<file path="src/rtl/mem_stage.sv">
// MEM stage: data-bus access, load alignment/extension, AdEL/AdES detection.
// Define MEM_LWLR_EN to enable the lwl/lwr unaligned word loads.
module mem_stage #(
    parameter int PASS_W = 64
) (
    input  logic              clk,
    input  logic              reset,
    input  logic              EXE_over,
    output logic              MEM_allow_in,
    output logic              MEM_valid,
    output logic              MEM_over,
    input  logic              WB_allow_in,
    input  logic              cancel,
    input  logic [2:0]        exe_ld_op,
    input  logic [1:0]        exe_st_op,
    input  logic [31:0]       exe_addr,
    input  logic [31:0]       exe_st_data,
    input  logic [31:0]       exe_rt_old,
    input  logic [31:0]       exe_result,
    input  logic [PASS_W-1:0] exe_side,
    output logic              data_req,
    output logic              data_wr,
    output logic [1:0]        data_size,
    output logic [31:0]       data_addr,
    output logic [31:0]       data_wdata,
    output logic [3:0]        data_wstrb,
    input  logic              data_addr_ok,
    input  logic              data_data_ok,
    input  logic [31:0]       data_rdata,
    output logic [31:0]       mem_result,
    output logic [3:0]        mem_wbytes,
    output logic              mem_adel,
    output logic              mem_ades,
    output logic [31:0]       mem_badvaddr,
    output logic [PASS_W-1:0] mem_side
);

    localparam logic [1:0] S_IDLE = 2'd0;
    localparam logic [1:0] S_REQ  = 2'd1;
    localparam logic [1:0] S_WAIT = 2'd2;
    localparam logic [1:0] S_DONE = 2'd3;

    logic [1:0]  state;
    logic [1:0]  state_n;
    logic        discard;
    logic        discard_n;
    logic [2:0]  ld_q;
    logic [1:0]  st_q;
    logic [31:0] addr_q;
    logic [31:0] sdata_q;
`ifdef MEM_LWLR_EN
    logic [31:0] rt_q;
`endif

    logic ld_byte;
    logic ld_half;
    logic ld_word;
    logic ld_lr;
    logic st_any;
    logic ld_fault;
    logic st_fault;
    logic fault;
    logic lr_bus;
    logic need_bus;
    logic accept;
    logic handoff;
    logic rd_done;
    logic squash;

    assign ld_byte = (exe_ld_op == 3'd1) || (exe_ld_op == 3'd2);
    assign ld_half = (exe_ld_op == 3'd3) || (exe_ld_op == 3'd4);
    assign ld_word = (exe_ld_op == 3'd5);
    assign ld_lr   = (exe_ld_op == 3'd6) || (exe_ld_op == 3'd7);
    assign st_any  = (exe_st_op != 2'd0);

    assign ld_fault = (ld_half & exe_addr[0])
                    | (ld_word & (|exe_addr[1:0]));
    assign st_fault = ((exe_st_op == 2'd2) & exe_addr[0])
                    | ((exe_st_op == 2'd3) & (|exe_addr[1:0]));
    assign fault    = ld_fault | st_fault;

`ifdef MEM_LWLR_EN
    assign lr_bus = ld_lr;
`else
    assign lr_bus = 1'b0;
`endif

    assign need_bus = ~fault
                    & (ld_byte | ld_half | ld_word | st_any | lr_bus);

    assign MEM_over     = MEM_valid
                        & ((state == S_IDLE) | (state == S_DONE));
    assign handoff      = MEM_over & WB_allow_in;
    assign MEM_allow_in = ~discard & (~MEM_valid | handoff);
    // a flush in the same cycle wins over the incoming instruction
    assign accept       = EXE_over & MEM_allow_in & ~cancel;

    assign rd_done = ((state == S_REQ) & data_addr_ok & data_data_ok)
                   | ((state == S_WAIT) & data_data_ok);
    assign squash  = discard | cancel;

    always_comb begin
        state_n   = state;
        discard_n = discard;
        case (state)
            S_IDLE: begin
                if (accept & need_bus) state_n = S_REQ;
            end
            S_REQ: begin
                discard_n = squash;
                if (data_addr_ok) begin
                    if (data_data_ok) begin
                        state_n   = squash ? S_IDLE : S_DONE;
                        discard_n = 1'b0;
                    end else begin
                        state_n = S_WAIT;
                    end
                end
            end
            S_WAIT: begin
                discard_n = squash;
                if (data_data_ok) begin
                    state_n   = squash ? S_IDLE : S_DONE;
                    discard_n = 1'b0;
                end
            end
            S_DONE: begin
                if (cancel) begin
                    state_n = S_IDLE;
                end else if (WB_allow_in) begin
                    state_n = (accept & need_bus) ? S_REQ : S_IDLE;
                end
            end
            default: state_n = S_IDLE;
        endcase
    end

    // bus request fields come from registers, so they hold until addr_ok
    assign data_req = (state == S_REQ);
    assign data_wr  = (st_q != 2'd0);

    always_comb begin
        data_size  = 2'd2;
        data_addr  = addr_q;
        data_wdata = sdata_q;
        data_wstrb = 4'b0000;
        if ((ld_q == 3'd1) || (ld_q == 3'd2) || (st_q == 2'd1)) begin
            data_size = 2'd0;
        end else if ((ld_q == 3'd3) || (ld_q == 3'd4)
                     || (st_q == 2'd2)) begin
            data_size = 2'd1;
        end
`ifdef MEM_LWLR_EN
        if ((ld_q == 3'd6) || (ld_q == 3'd7)) begin
            data_addr = {addr_q[31:2], 2'b00};
        end
`endif
        case (st_q)
            2'd1: begin
                data_wstrb = 4'b0001 << addr_q[1:0];
                data_wdata = {4{sdata_q[7:0]}};
            end
            2'd2: begin
                data_wstrb = addr_q[1] ? 4'b1100 : 4'b0011;
                data_wdata = {2{sdata_q[15:0]}};
            end
            2'd3: data_wstrb = 4'b1111;
            default: ;
        endcase
    end

    logic [7:0]  ld_b;
    logic [15:0] ld_h;
    logic [31:0] ld_val;
    logic [3:0]  ld_wb;
`ifdef MEM_LWLR_EN
    logic [31:0] lr_sh;
    logic [31:0] lr_mask;
`endif

    always_comb begin
        ld_b   = data_rdata[{addr_q[1:0], 3'b000} +: 8];
        ld_h   = addr_q[1] ? data_rdata[31:16] : data_rdata[15:0];
        ld_val = data_rdata;
        ld_wb  = 4'hF;
`ifdef MEM_LWLR_EN
        lr_sh   = data_rdata;
        lr_mask = 32'hFFFF_FFFF;
`endif
        case (ld_q)
            3'd1: ld_val = {{24{ld_b[7]}}, ld_b};
            3'd2: ld_val = {24'd0, ld_b};
            3'd3: ld_val = {{16{ld_h[15]}}, ld_h};
            3'd4: ld_val = {16'd0, ld_h};
`ifdef MEM_LWLR_EN
            3'd6: begin
                lr_sh = data_rdata << {~addr_q[1:0], 3'b000};
                ld_wb = 4'hF << ~addr_q[1:0];
            end
            3'd7: begin
                lr_sh = data_rdata >> {addr_q[1:0], 3'b000};
                ld_wb = 4'hF >> addr_q[1:0];
            end
`endif
            default: ;
        endcase
`ifdef MEM_LWLR_EN
        if ((ld_q == 3'd6) || (ld_q == 3'd7)) begin
            lr_mask = {{8{ld_wb[3]}}, {8{ld_wb[2]}},
                       {8{ld_wb[1]}}, {8{ld_wb[0]}}};
            ld_val  = (lr_sh & lr_mask) | (rt_q & ~lr_mask);
        end
`endif
    end

    always_ff @(posedge clk) begin
        if (reset) begin
            state        <= S_IDLE;
            discard      <= 1'b0;
            MEM_valid    <= 1'b0;
            ld_q         <= 3'd0;
            st_q         <= 2'd0;
            addr_q       <= 32'd0;
            sdata_q      <= 32'd0;
`ifdef MEM_LWLR_EN
            rt_q         <= 32'd0;
`endif
            mem_result   <= 32'd0;
            mem_wbytes   <= 4'd0;
            mem_adel     <= 1'b0;
            mem_ades     <= 1'b0;
            mem_badvaddr <= 32'd0;
            mem_side     <= '0;
        end else begin
            state   <= state_n;
            discard <= discard_n;
            if (cancel) begin
                MEM_valid <= 1'b0;
            end else if (accept) begin
                MEM_valid <= 1'b1;
            end else if (handoff) begin
                MEM_valid <= 1'b0;
            end
            if (accept) begin
                ld_q         <= exe_ld_op;
                st_q         <= exe_st_op;
                addr_q       <= exe_addr;
                sdata_q      <= exe_st_data;
`ifdef MEM_LWLR_EN
                rt_q         <= exe_rt_old;
`endif
                mem_adel     <= ld_fault;
                mem_ades     <= st_fault;
                mem_badvaddr <= fault ? exe_addr : 32'd0;
                mem_side     <= exe_side;
                // disabled lwl/lwr keep the old rt value with no byte writes
                mem_result   <= ld_lr ? exe_rt_old : exe_result;
                mem_wbytes   <= (fault | st_any | ld_lr) ? 4'd0 : 4'hF;
            end
            if (rd_done & ~squash & (ld_q != 3'd0)) begin
                mem_result <= ld_val;
                mem_wbytes <= ld_wb;
            end
        end
    end

endmodule

</file>
<file path="config.mk">
export PLATFORM = sky130hd
export DESIGN_NAME = mem_stage
export DESIGN_NICKNAME = d
export VERILOG_FILES = /design/src/rtl/mem_stage.sv
export SDC_FILE = /design/constraint.sdc
export NUM_CORES = 1
export LEC_CHECK = 0
export BUFFER_PORTS_ARGS = -buffer_cell sky130_fd_sc_hd__buf_2
export CAP_MARGIN = 20
export CELL_PAD_IN_SITES_DETAIL_PLACEMENT = 1
export CELL_PAD_IN_SITES_GLOBAL_PLACEMENT = 2
export CORE_MARGIN = 2
export CORE_UTILIZATION = 23
export CTS_BUF_LIST = sky130_fd_sc_hd__clkbuf_4
export CTS_CLUSTER_DIAMETER = 200
export DETAILED_ROUTE_END_ITERATION = 16
export PLACE_DENSITY = 0.87
export SLEW_MARGIN = 10
export SYNTH_ARGS = -nofsm -noshare
export SYNTH_HDL_FRONTEND = slang
export SYNTH_SLANG_ARGS = --single-unit
export TNS_END_PERCENT = 30
</file>
<file path="constraint.sdc">
create_clock -name clk -period 2.16 [get_ports clk]
set_input_delay 0 -clock clk [delete_from_list [all_inputs] [get_ports clk]]
set_output_delay 0 -clock clk [all_outputs]
set_load 0.01 [all_outputs]
</file>
==> impl_results.md, run 1 <==
* Run status: finished, final reports clean
* Compound-Gate Fraction of Synth Area at 0.235
* Max_slew headroom at 0.475
* Syn. warnings at 0
* Ys flop type: dfxtp_1
* Clk root buf: clkbuf_4
* Die Y at 205 um
* Synth async-reset ratio at 0
* Final HPWL DP at 29800 um
* Setup CP Type: flip-flop to flip-flop
* Core area at 0.0397 mm2
* Mux share of post-synthesis cell area at 0.0176
* Top Ports at 445
* Largest net degree at the start of global routing at 88
* Clock Latency Late Sink at 0.77 ns
* Final worst setup slack at 0.0179 ns
* RSZ-0062 raised after global routing: yes
* Comb pwr share at 0.262
* Final nets at 2291
* CP endpoint kind: flip-flop
* Post-synth EDFFs at 0
* Register Area at 0.00410 mm2
* Yosys cell types at 55
* Post-Syn Area per Cell at 7.67 um2
* #FFs+latches synth at 204
* FMAX at 0.467 GHz
* Initial antenna violation count at 6
* Residual DRC at 0
* P per Cell Area at 629 mW/mm2
* Multi-input combinational cell area at 0.00487 mm2
* Post-synthesis xor/xnor area fraction at 0.00365
* Via density at 4.82
* Num CTS Buffers at 59
* Placer Congestion at 0.848
* Net Switching at 3.47 mW
* Layout area overhead at 86.2%
* Synth Area in Adders at 0.0135
* Measured slew at the worst slew-check pin at 0.777 ns
* Core Rows at 73
* Die area at 0.0419 mm2
* Leak pwr at 7.65 nW
* Initial core utilization at 0.233
* Gr ovfl total at 0
* Clock sink count at 204
* Simple-gate area share of the yosys netlist at 0.229
* Synth Net Count at 1454
* Layout cells sized above 1 at 0.328
* Drt first-iter violations at 534
* CP Launch Type: flip-flop
* Arr. time, crit path at 2.77 ns
* Sequential cell fraction of total power at 0.383
* Largest family of logic cells by synthesized area: compound AO/OA/AOI/OAI gates
* First-pass GRT wire length at 79700 um
* Pins Over Slew Limit at 0
* Vias in the first global route at 14.2k
* Max rail drop VDD at 0.000421 V
* Crit Path Max Fanout at 82
* Die Wd at 205 um
* Final min period at 2.14 ns
* Hold Crit Class: input pin to flip-flop
* Port Buffers at 444
* Power Total at 10.9 mW
* Fillers at 4798
* Internal power at 7.39 mW
* Worst slack, placed at -0.154 ns
* Seq/Total Area, Yosys at 0.441
* WL final at 52800 um
* Final hold vios at 0
* Worst Path Required at 2.78 ns
* Clk_skew at 0.0419 ns
* Mapped Area at 0.00927 mm2
* CTS tree: done
* Final antenna-violating net count at 0
* All-Layer GR Usage at 0.245
* Max Root-Sink Buffers at 3
* WL/cell at 20.2 um
* Clk pwr share at 0.355
* Min Hold Slack at 0.127 ns
* Number of iterations in the first detailed-routing pass at 5
* Setup violators final at 0
* Period utilization at 0.992
* Cell count after synthesis at 1208
* Switching Share at 0.320
* Max-Cap Viols at 0
* Vias at 12.6k
* CTS HTree Levels at 2
* Worst-path clk slew at 0.07 ns
power by group through the flow:
stage / Clock (mW) / Combinational (mW) / Sequential [mW]
final: 3.85 / 2.85 / 4.16
after floorplan: 0 / 0.970 / 4.27
after CTS: 3.96 / 2.68 / 4.14
after detailed placement: 0 / 1.98 / 4.22
after global routing: 4.21 / 3.07 / 4.18
after global placement: 0 / 1.93 / 4.21
sequential cells by signal, indices dropped and copies added, names as in the netlist:
signal	flops
discard	1
mem_ades	1
data_addr	32
mem_side	64
st_q	2
state	2
ld_q	3
mem_adel	1
mem_badvaddr	32
MEM_valid	1
mem_result	32
sdata_q	32
mem_wbytes	1
layout make-up:
cell class	instances	area share
inverter	18	0.00421
clock buffer	90	0.0392
tap	525	0.0381
sequential	204	0.237
timing repair buffer	888	0.393
antenna	6	0.000870
clock inverter	14	0.00500
multi-input combinational	874	0.283
cell usage after synthesis (all sizes together) (2+ instances only):
master / count / share of area
a211o: 2 / 0.0019
a211oi: 18 / 0.015
a21o: 5 / 0.0041
a21oi: 183 / 0.099
a221oi: 17 / 0.016
a222oi: 4 / 0.0043
a22o: 8 / 0.0076
a22oi: 9 / 0.0073
a311oi: 5 / 0.0047
a31oi: 35 / 0.024
and2: 42 / 0.028
buf: 46 / 0.027
clkbuf: 66 / 0.027
dfxtp: 204 / 0.44
ha: 10 / 0.014
inv: 18 / 0.0073
mux2: 2 / 0.0024
mux2i: 5 / 0.0054
mux4: 4 / 0.0097
nand2: 330 / 0.13
nand2b: 8 / 0.0054
nand3: 51 / 0.028
nand4: 2 / 0.0014
nand4b: 2 / 0.0019
nor2: 56 / 0.023
nor2b: 2 / 0.0014
nor3: 3 / 0.0016
o211ai: 3 / 0.0024
o21a: 3 / 0.0024
o21ai: 28 / 0.016
o221ai: 7 / 0.0066
o22ai: 10 / 0.0068
o32ai: 7 / 0.012
xnor2: 2 / 0.0027
stage by stage:
stage / instances / TNS, ns / instance area, um2 / util
6_report: 2619 / 0 / 17300 / 0.434
3_3_place_gp: 2116 / -0.0328 / 12200 / 0.306
3_5_place_dp: 2116 / -3.66 / 12200 / 0.306
5_1_grt: 2617 / -1.16 / 17200 / 0.434
4_1_cts: 2604 / -0.778 / 17100 / 0.429
2_1_floorplan: 1208 / 0 / 9270 / -
cells by family (layout without fill, tap and decap cells):
family / count (synthesis) / after routing
other: 0 / 6
flip-flops: 204 / 204
multiplexers: 11 / 11
XOR/XNOR: 3 / 3
adder cells (fa/ha/maj): 10 / 10
AO/OA/AOI/OAI: 349 / 349
AND/OR/NAND/NOR: 501 / 501
buffers and inverters: 130 / 1010
what timing repair did:
action                                  4_1_cts  5_1_grt
endpoints found under the setup margin      171      163
hold buffers                                369        0
cloned                                        4        1
pin swaps                                    20       16
hold endpoints to repair                    204        0
setup buffers                                11       10
resized for setup                            56       26
worst paths after layout:
path	to	cells past startpoint	slack, ns	startpoint
worst max-delay path	mem_badvaddr[6]	8	0.02	state[0]
worst max register to register	mem_badvaddr[6]	8	0.02	state[0]
worst min register to register	sdata_q[16]	2	0.46	sdata_q[16]
worst min-delay path	mem_result[16]	4	0.13	data_rdata[16]
critical path, cell delays in order (launching register included):
cell      delay [ns]
dfxtp_2         0.33
inv_2           0.05
ha_4            0.24
nand2b_4        0.17
a211o_4         0.38
buf_12          0.19
and2_1          0.26
a31oi_1         0.18
nor2_1          0.08
cells in the final DEF (no fill, tap or decap), types with 8 or more instances in the layout:
master and n:
buf_6 8, nor2_1 51, a221oi_1 16, buf_4 56
a21oi_1 173, nand3_1 50, buf_12 12, dlygate4sd3_1 369
dfxtp_1 198, a211oi_1 17, inv_1 13, a22oi_1 8
nand2_1 327, a22o_1 8, buf_2 438, clkinv_1 9
o21ai_0 26, clkbuf_4 90, a21oi_2 8, a31oi_1 35
and2_1 38
layer usage:
metal  track usage  part of all wire  vias up
li1              -                 -     5859
met1         0.259              0.38     6055
met2         0.436              0.50      538
met3        0.0662             0.072      169
met4         0.138             0.048        4
met5             0           0.00047        -
Power figures use the tool's default switching activity.
==> run 2, diff against run 1 <==
==> config.mk (replaced) <==
export PLATFORM = sky130hd
export DESIGN_NAME = mem_stage
export DESIGN_NICKNAME = d
export VERILOG_FILES = /design/src/rtl/mem_stage.sv
export SDC_FILE = /design/constraint.sdc
export NUM_CORES = 1
export LEC_CHECK = 0
export ABC_CLOCK_PERIOD_IN_PS = 2160
export BUFFER_PORTS_ARGS = -buffer_cell sky130_fd_sc_hd__buf_2
export CAP_MARGIN = 20
export CELL_PAD_IN_SITES_DETAIL_PLACEMENT = 1
export CELL_PAD_IN_SITES_GLOBAL_PLACEMENT = 2
export CORE_MARGIN = 2
export CORE_UTILIZATION = 22
export CTS_BUF_LIST = sky130_fd_sc_hd__clkbuf_16
export CTS_CLUSTER_DIAMETER = 200
export DETAILED_ROUTE_END_ITERATION = 16
export PLACE_DENSITY = 0.84
export SYNTH_ARGS = -nofsm -noshare
export SYNTH_HDL_FRONTEND = slang
export SYNTH_SLANG_ARGS = --single-unit
export TNS_END_PERCENT = 30
==> impl_results.md, run 2 (same netlist as run 1, synthesis figures left out) <==
* Clk pwr share at 0.390 (was 0.355)
* Final antenna-violating net count at 0 (unchanged)
* Worst reg2reg setup slack at 0.13 ns (was 0.02 ns)
* Hold Crit Class: input pin to flip-flop (unchanged)
* Leading cell type in the layout, fill and taps excluded: buf_2 (unchanged)
* Number of iterations in the first detailed-routing pass at 6 (was 5)
* Period utilization at 0.950 (was 0.992)
* Commonest non-fill, non-tap cells in the layout: 443 x buf_2, 330 x nand2_1, 226 x dlygate4sd3_1 (was 438 x buf_2, 369 x dlygate4sd3_1, 327 x nand2_1)
* Placer Congestion at 0.825 (was 0.848)
* Leak pwr at 6.92 nW (was 7.65 nW)
* Final HPWL DP at 29900 um (was 29800 um)
* Vias in the first global route at 12.6k (was 14.2k)
* Internal power at 7.63 mW (was 7.39 mW)
* Final hold vios at 0 (unchanged)
* Setup CP Type: flip-flop to output port (was flip-flop to flip-flop)
* Worst-path clk slew at 0.06 ns (was 0.07 ns)
* Layout cells sized above 1 at 0.314 (was 0.328)
* Fillers at 5036 (was 4798)
* Largest net degree at the start of global routing at 77 (was 88)
* Drt first-iter violations at 576 (was 534)
* CTS tree: done (unchanged)
* Layout area overhead at 68.2% (was 86.2%)
* Die area at 0.0438 mm2 (was 0.0419 mm2)
* Port Buffers at 444 (unchanged)
* CP Launch Type: flip-flop (unchanged)
* Core area at 0.0418 mm2 (was 0.0397 mm2)
* Start of the worst register-to-register path: state[1] (was state[0])
* Gr ovfl total at 0 (unchanged)
* Core Rows at 75 (was 73)
* Initial antenna violation count at 4 (was 6)
* Via density at 4.76 (was 4.82)
* Die Wd at 209 um (was 205 um)
* Setup TNS Final at 0 ns (unchanged)
* Min Hold Slack at 0.0324 ns (was 0.127 ns)
* RR Endpoint: mem_result[11] (was mem_badvaddr[6])
* Initial core utilization at 0.222 (was 0.233)
* Worst Path Required at 2.16 ns (was 2.78 ns)
* RSZ-0062 raised after global routing: no (was yes)
* First-pass GRT wire length at 69400 um (was 79700 um)
* Run status: finished, final reports clean (unchanged)
* Worst Hold End: mem_result[15] (was mem_result[16])
* Max Root-Sink Buffers at 3 (unchanged)
* Clock sink count at 204 (unchanged)
* Residual DRC at 0 (unchanged)
* Die Y at 209 um (was 205 um)
* Clock Latency Late Sink at 0.54 ns (was 0.77 ns)
* Top Ports at 445 (unchanged)
* Biggest register: mem_side (unchanged)
* CP endpoint kind: output port (was flip-flop)
* Max_slew headroom at 0.428 (was 0.475)
* Crit Path Max Fanout at 10 (was 82)
* WL/cell at 18.8 um (was 20.2 um)
* Setup violators final at 0 (unchanged)
* Measured slew at the worst slew-check pin at 0.854 ns (was 0.777 ns)
* All-Layer GR Usage at 0.199 (was 0.245)
* Worst Hold Launch: exe_result[15] (was data_rdata[16])
* Max rail drop VDD at 0.000544 V (was 0.000421 V)
* Max reg flops at 64 (unchanged)
* Min-Delay Path Depth at 5 (was 4)
* Pins Over Slew Limit at 0 (unchanged)
* FMAX at 0.488 GHz (was 0.467 GHz)
* CTS HTree Levels at 1 (was 2)
* Final min period at 2.05 ns (was 2.14 ns)
* Clk_skew at 0.0101 ns (was 0.0419 ns)
* Arr. time, crit path at 2.05 ns (was 2.77 ns)
* Clk root buf: clkbuf_16 (was clkbuf_4)
* Final nets at 2109 (was 2291)
* Vias at 11.5k (was 12.6k)
* WL final at 45600 um (was 52800 um)
* Max-Cap Viols at 0 (unchanged)
* Sequential cell fraction of total power at 0.382 (was 0.383)
* Switching Share at 0.296 (was 0.320)
* P per Cell Area at 695 mW/mm2 (was 629 mW/mm2)
* Worst r2r path cells at 9 (was 8)
* Num CTS Buffers at 26 (was 59)
* Comb pwr share at 0.228 (was 0.262)
* Net Switching at 3.21 mW (was 3.47 mW)
run 2: cell types whose count changed in the layout (fill, tap and decap cells not counted), moves of 5 or more:
cell / before / now
a21oi_2: 8 / 3
o22ai_2: 5 / 0
o22ai_1: 4 / 10
inv_1: 13 / 23
dlygate4sd3_1: 369 / 226
clkinv_1: 9 / 2
buf_4: 56 / 50
a21oi_1: 173 / 180
buf_2: 438 / 443
clkbuf_16: 1 / 30
clkbuf_4: 90 / 0
run 2: final cells by class:
| type | instances | area, um2 | area share |
|---|---|---|---|
| diodes | 4 | 10.0 | 0.000642 |
| clock buffers | 27 | 676 | 0.0434 |
| clock inverters | 19 | 141 | 0.00907 |
| inverters | 18 | 67.6 | 0.00434 |
| multi-input cells | 874 | 4690 | 0.301 |
| flip-flops and latches | 204 | 4090 | 0.263 |
| well taps | 539 | 674 | 0.0433 |
| repair buffers | 739 | 5230 | 0.336 |
run 2: worst max-delay path by stage:
stage / start / endpoint
after detailed placement: state[0] / state[1]
after global placement: state[0] / mem_badvaddr[12]
after global routing: st_q[0] / data_wdata[10]
final: st_q[0] / data_wdata[10]
after CTS: st_q[0] / data_wdata[10]
after floorplan: state[0] / state[1]
run 2: repair_timing:
item,in CTS,in global routing
gates cloned,0,3
setup endpoints to repair,65,151
buffers inserted,2,2
hold buffers,226,0
hold endpoints to repair,202,0
pin swaps,3,5
gates resized for setup,4,26
run 2: metrics by stage:
| step | instance area, um2 | util | total power [mW] | setup slack, ns | cells |
|---|---|---|---|---|---|
| after global routing | 15600 | 0.373 | 11.4 | 0.00423 | 2423 |
| after global placement | 12300 | 0.294 | 6.17 | 0.0194 | 2141 |
| after detailed placement | 12300 | 0.294 | 6.22 | -0.0819 | 2141 |
| after floorplan | 9270 | - | 5.24 | 0.118 | 1208 |
| after CTS | 15400 | 0.368 | 10.8 | -0.0315 | 2415 |
| final | 15600 | 0.373 | 10.8 | 0.109 | 2424 |
run 2: routing by layer:
metal | GRT usage | wire length, um | vias up
met5 | 0 | 13 | -
met4 | 0.0815 | 1880 | 2
met3 | 0.0479 | 2850 | 117
met2 | 0.347 | 22300 | 433
met1 | 0.233 | 18600 | 5527
li1 | - | - | 5463
run 2: critical path, cell delays in order, from the launching register on:
cell and delay [ns]:
dfxtp_2 0.36, inv_1 0.08, ha_1 0.24, buf_4 0.18
nand2b_2 0.25, a22o_1 0.24, buf_2 0.15
run 2: power by group through the flow:
stage | Sequential [mW] | Combinational [mW] | Clock, mW
6_report | 4.14 | 2.47 | 4.22
5_1_grt | 4.17 | 2.68 | 4.51
4_1_cts | 4.14 | 2.36 | 4.36
3_5_place_dp | 4.21 | 2.00 | 0
3_3_place_gp | 4.20 | 1.97 | 0
2_1_floorplan | 4.27 | 0.970 | 0
==> run 3, diff against run 2 <==
--- a/config.mk
+++ b/config.mk
@@ -5,17 +5,17 @@
 export SDC_FILE = /design/constraint.sdc
 export NUM_CORES = 1
 export LEC_CHECK = 0
-export ABC_CLOCK_PERIOD_IN_PS = 2160
+export ABC_CLOCK_PERIOD_IN_PS = 2300
 export BUFFER_PORTS_ARGS = -buffer_cell sky130_fd_sc_hd__buf_2
 export CAP_MARGIN = 20
 export CELL_PAD_IN_SITES_DETAIL_PLACEMENT = 1
 export CELL_PAD_IN_SITES_GLOBAL_PLACEMENT = 2
 export CORE_MARGIN = 2
-export CORE_UTILIZATION = 22
+export CORE_UTILIZATION = 24
 export CTS_BUF_LIST = sky130_fd_sc_hd__clkbuf_16
 export CTS_CLUSTER_DIAMETER = 200
 export DETAILED_ROUTE_END_ITERATION = 16
-export PLACE_DENSITY = 0.84
+export PLACE_DENSITY = 0.87
 export SYNTH_ARGS = -nofsm -noshare
 export SYNTH_HDL_FRONTEND = slang
 export SYNTH_SLANG_ARGS = --single-unit
==> constraint.sdc (replaced) <==
create_clock -name clk -period 2.3 [get_ports clk]
set_input_delay 0 -clock clk [delete_from_list [all_inputs] [get_ports clk]]
set_output_delay 0 -clock clk [all_outputs]
set_load 0.01 [all_outputs]
==> impl_results.md, run 3 (same netlist as run 1, synthesis figures left out) <==
* Number of iterations in the first detailed-routing pass at 6 (unchanged)
* Residual DRC at 0 (unchanged)
* CP cell instances: nand2_1, nor2_1, a21oi_1, a21oi_1, buf_2 (was inv_1, ha_1, buf_4, nand2b_2, a22o_1, buf_2)
* Final nets at 2082 (was 2109)
* Biggest register: mem_side (unchanged)
* CTS HTree Levels at 1 (unchanged)
* Max-Cap Viols at 0 (unchanged)
* Setup TNS Final at 0 ns (unchanged)
* Max Root-Sink Buffers at 3 (unchanged)
* Commonest non-fill, non-tap cells in the layout: 443 x buf_2, 330 x nand2_1, 226 x dlygate4sd3_1 (unchanged)
* Initial antenna violation count at 4 (unchanged)
* Max_slew headroom at 0.427 (was 0.428)
* Vias at 11.5k (about the same)
* Slowest stage delay, CP at 0.59 ns (was 0.36 ns)
* Num CTS Buffers at 26 (unchanged)
* RR Endpoint: mem_result[24] (was mem_result[11])
* CP Launch Type: flip-flop (unchanged)
* Run status: finished, final reports clean (unchanged)
* Worst Hold Launch: exe_rt_old[4] (was exe_result[15])
* Leak pwr at 6.74 nW (was 6.92 nW)
* Gr ovfl total at 0 (unchanged)
* Die area at 0.0402 mm2 (was 0.0438 mm2)
* Power Total at 9.98 mW (was 10.8 mW)
* Worst reg2reg setup slack at 0.16 ns (was 0.13 ns)
* Design Area, Final at 0.0152 mm2 (was 0.0156 mm2)
* Clk root buf: clkbuf_16 (unchanged)
* Final antenna-violating net count at 0 (unchanged)
* Layout cells sized above 1 at 0.298 (was 0.314)
* All-Layer GR Usage at 0.215 (was 0.199)
* Placed Area at 0.0120 mm2 (was 0.0123 mm2)
* Clk_skew at 0.0152 ns (was 0.0101 ns)
* Final min period at 2.17 ns
* FMAX at 0.462 GHz
* Period utilization at 0.942
* Start of the worst register-to-register path: state[0] (was state[1])
* Worst slack, placed at -0.0789 ns (was -0.0819 ns)
* WL/cell at 19.2 um (was 18.8 um)
* Delay-heaviest family, CP: flip-flops (was buffers and inverters)
* Layout area overhead at 63.9% (was 68.2%)
* Clock Latency Late Sink at 0.54 ns (about the same)
* Final non-filler cell total at 2371 (was 2424)
* CTS tree: done (unchanged)
* Setup violators final at 0 (unchanged)
* Hold Crit Class: input pin to flip-flop (unchanged)
* CP endpoint kind: output port (unchanged)
* Max rail drop VDD at 0.000438 V (was 0.000544 V)
* Core area at 0.0378 mm2 (was 0.0418 mm2)
* Measured slew at the worst slew-check pin at 0.849 ns (was 0.854 ns)
* Worst r2r path cells at 7 (was 9)
* Drt first-iter violations at 628 (was 576)
* CP max-delay cell: dfxtp_1 (was dfxtp_2)
* Dpl cells at 2088 (was 2141)
* Arr. time, crit path at 2.17 ns (was 2.05 ns)
* Max reg flops at 64 (unchanged)
* Pins Over Slew Limit at 0 (unchanged)
* Final hold vios at 0 (unchanged)
* Placer Congestion at 0.839 (was 0.825)
* Min Hold Slack at 0.0409 ns (was 0.0324 ns)
* RSZ-0062 raised after global routing: no (unchanged)
* Worst Hold End: mem_result[4] (was mem_result[15])
* Leading cell type in the layout, fill and taps excluded: buf_2 (unchanged)
* P per Cell Area at 657 mW/mm2 (was 695 mW/mm2)
* Worst Path Required at 2.30 ns (was 2.16 ns)
* Worst-path clk slew at 0.06 ns (about the same)
* Final HPWL DP at 29100 um (was 29900 um)
* Min-Delay Path Depth at 5 (unchanged)
* Setup CP Type: flip-flop to output port (unchanged)
* Largest net degree at the start of global routing at 94 (was 77)
* Clock sink count at 204 (unchanged)
* CP most frequent cell: a21oi_1
* Crit Path Max Fanout at 11 (was 10)
* Via density at 4.85 (was 4.76)
* WL final at 45600 um (about the same)
* Core Rows at 71 (was 75)
* Top Ports at 445 (unchanged)
* Final core occ at 0.401 (was 0.373)
* Die Wd at 200 um (was 209 um)
* Die Y at 200 um (was 209 um)
* Port Buffers at 444 (unchanged)
* Initial core utilization at 0.245 (was 0.222)
* Vias in the first global route at 12.2k (was 12.6k)
* Final worst setup slack at 0.134 ns (was 0.109 ns)
* Worst path bufs/invs at 1 (was 3)
* First-pass GRT wire length at 69800 um (was 69400 um)
==> run 3: cell count changes in the layout (fill, tap and decap cells not counted), sizes merged <==
cell and change:
clkinvlp +3, bufinv -1, buf -27, a211o +1
clkbuf -1, inv +2, clkinv -2
==> run 3: worst max path at each step <==
| stage | start | endpoint | slack, ns | cells after the start |
|---|---|---|---|---|
| global route | state[1] | state[0] | 0.003 | 8 |
| global placement | state[0] | mem_result[28] | 0.02 | 8 |
| detailed placement | state[0] | state[1] | -0.08 | 7 |
| finish | ld_q[1] | data_size[0] | 0.13 | 5 |
| CTS | st_q[0] | data_wdata[12] | 0.001 | 6 |
| floorplan | state[0] | state[1] | 0.26 | 7 |
==> run 3: final cells by class <==
| cell class | instances | area [um2] |
|---|---|---|
| clock inverter | 21 | 123 |
| fill | 4639 | 22700 |
| tap | 511 | 639 |
| clock buffer | 27 | 676 |
| multi-input combinational | 875 | 4690 |
| antenna | 4 | 10.0 |
| inverter | 18 | 67.6 |
| timing repair buffer | 711 | 4900 |
| sequential | 204 | 4090 |
==> run 3: routing by layer <==
metal,up-vias,global-route usage,wire length [um]
met5,-,0,0
met1,5501,0.253,18400
met4,0,0.0942,2020
met3,119,0.0586,3290
met2,469,0.367,21900
li1,5407,-,-
==> run 3: what timing repair did <==
item                                   4_1_cts  5_1_grt
endpoints found under the hold margin      204        0
gates cloned                                 0        2
pin swaps                                    2        4
hold buffers                               226        0
setup buffers                                0        3
gates resized for setup                      4       11
setup endpoints to repair                   80       96
==> run 3: where the power goes <==
group / total, mW / internal (mW) / switching (mW)
clock: 3.87 / 2.22 / 1.64
sequential: 3.90 / 3.75 / 0.152
combinational: 2.21 / 0.995 / 1.22
==> run 3: worst register-to-register path, cell delays in order, from the launching register on <==
cell and delay, ns:
dfxtp_2 0.35, inv_1 0.09, ha_4 0.26, nand2b_4 0.18
a211oi_4 0.35, clkbuf_16 0.32, o21ai_0 0.18, a221oi_1 0.31
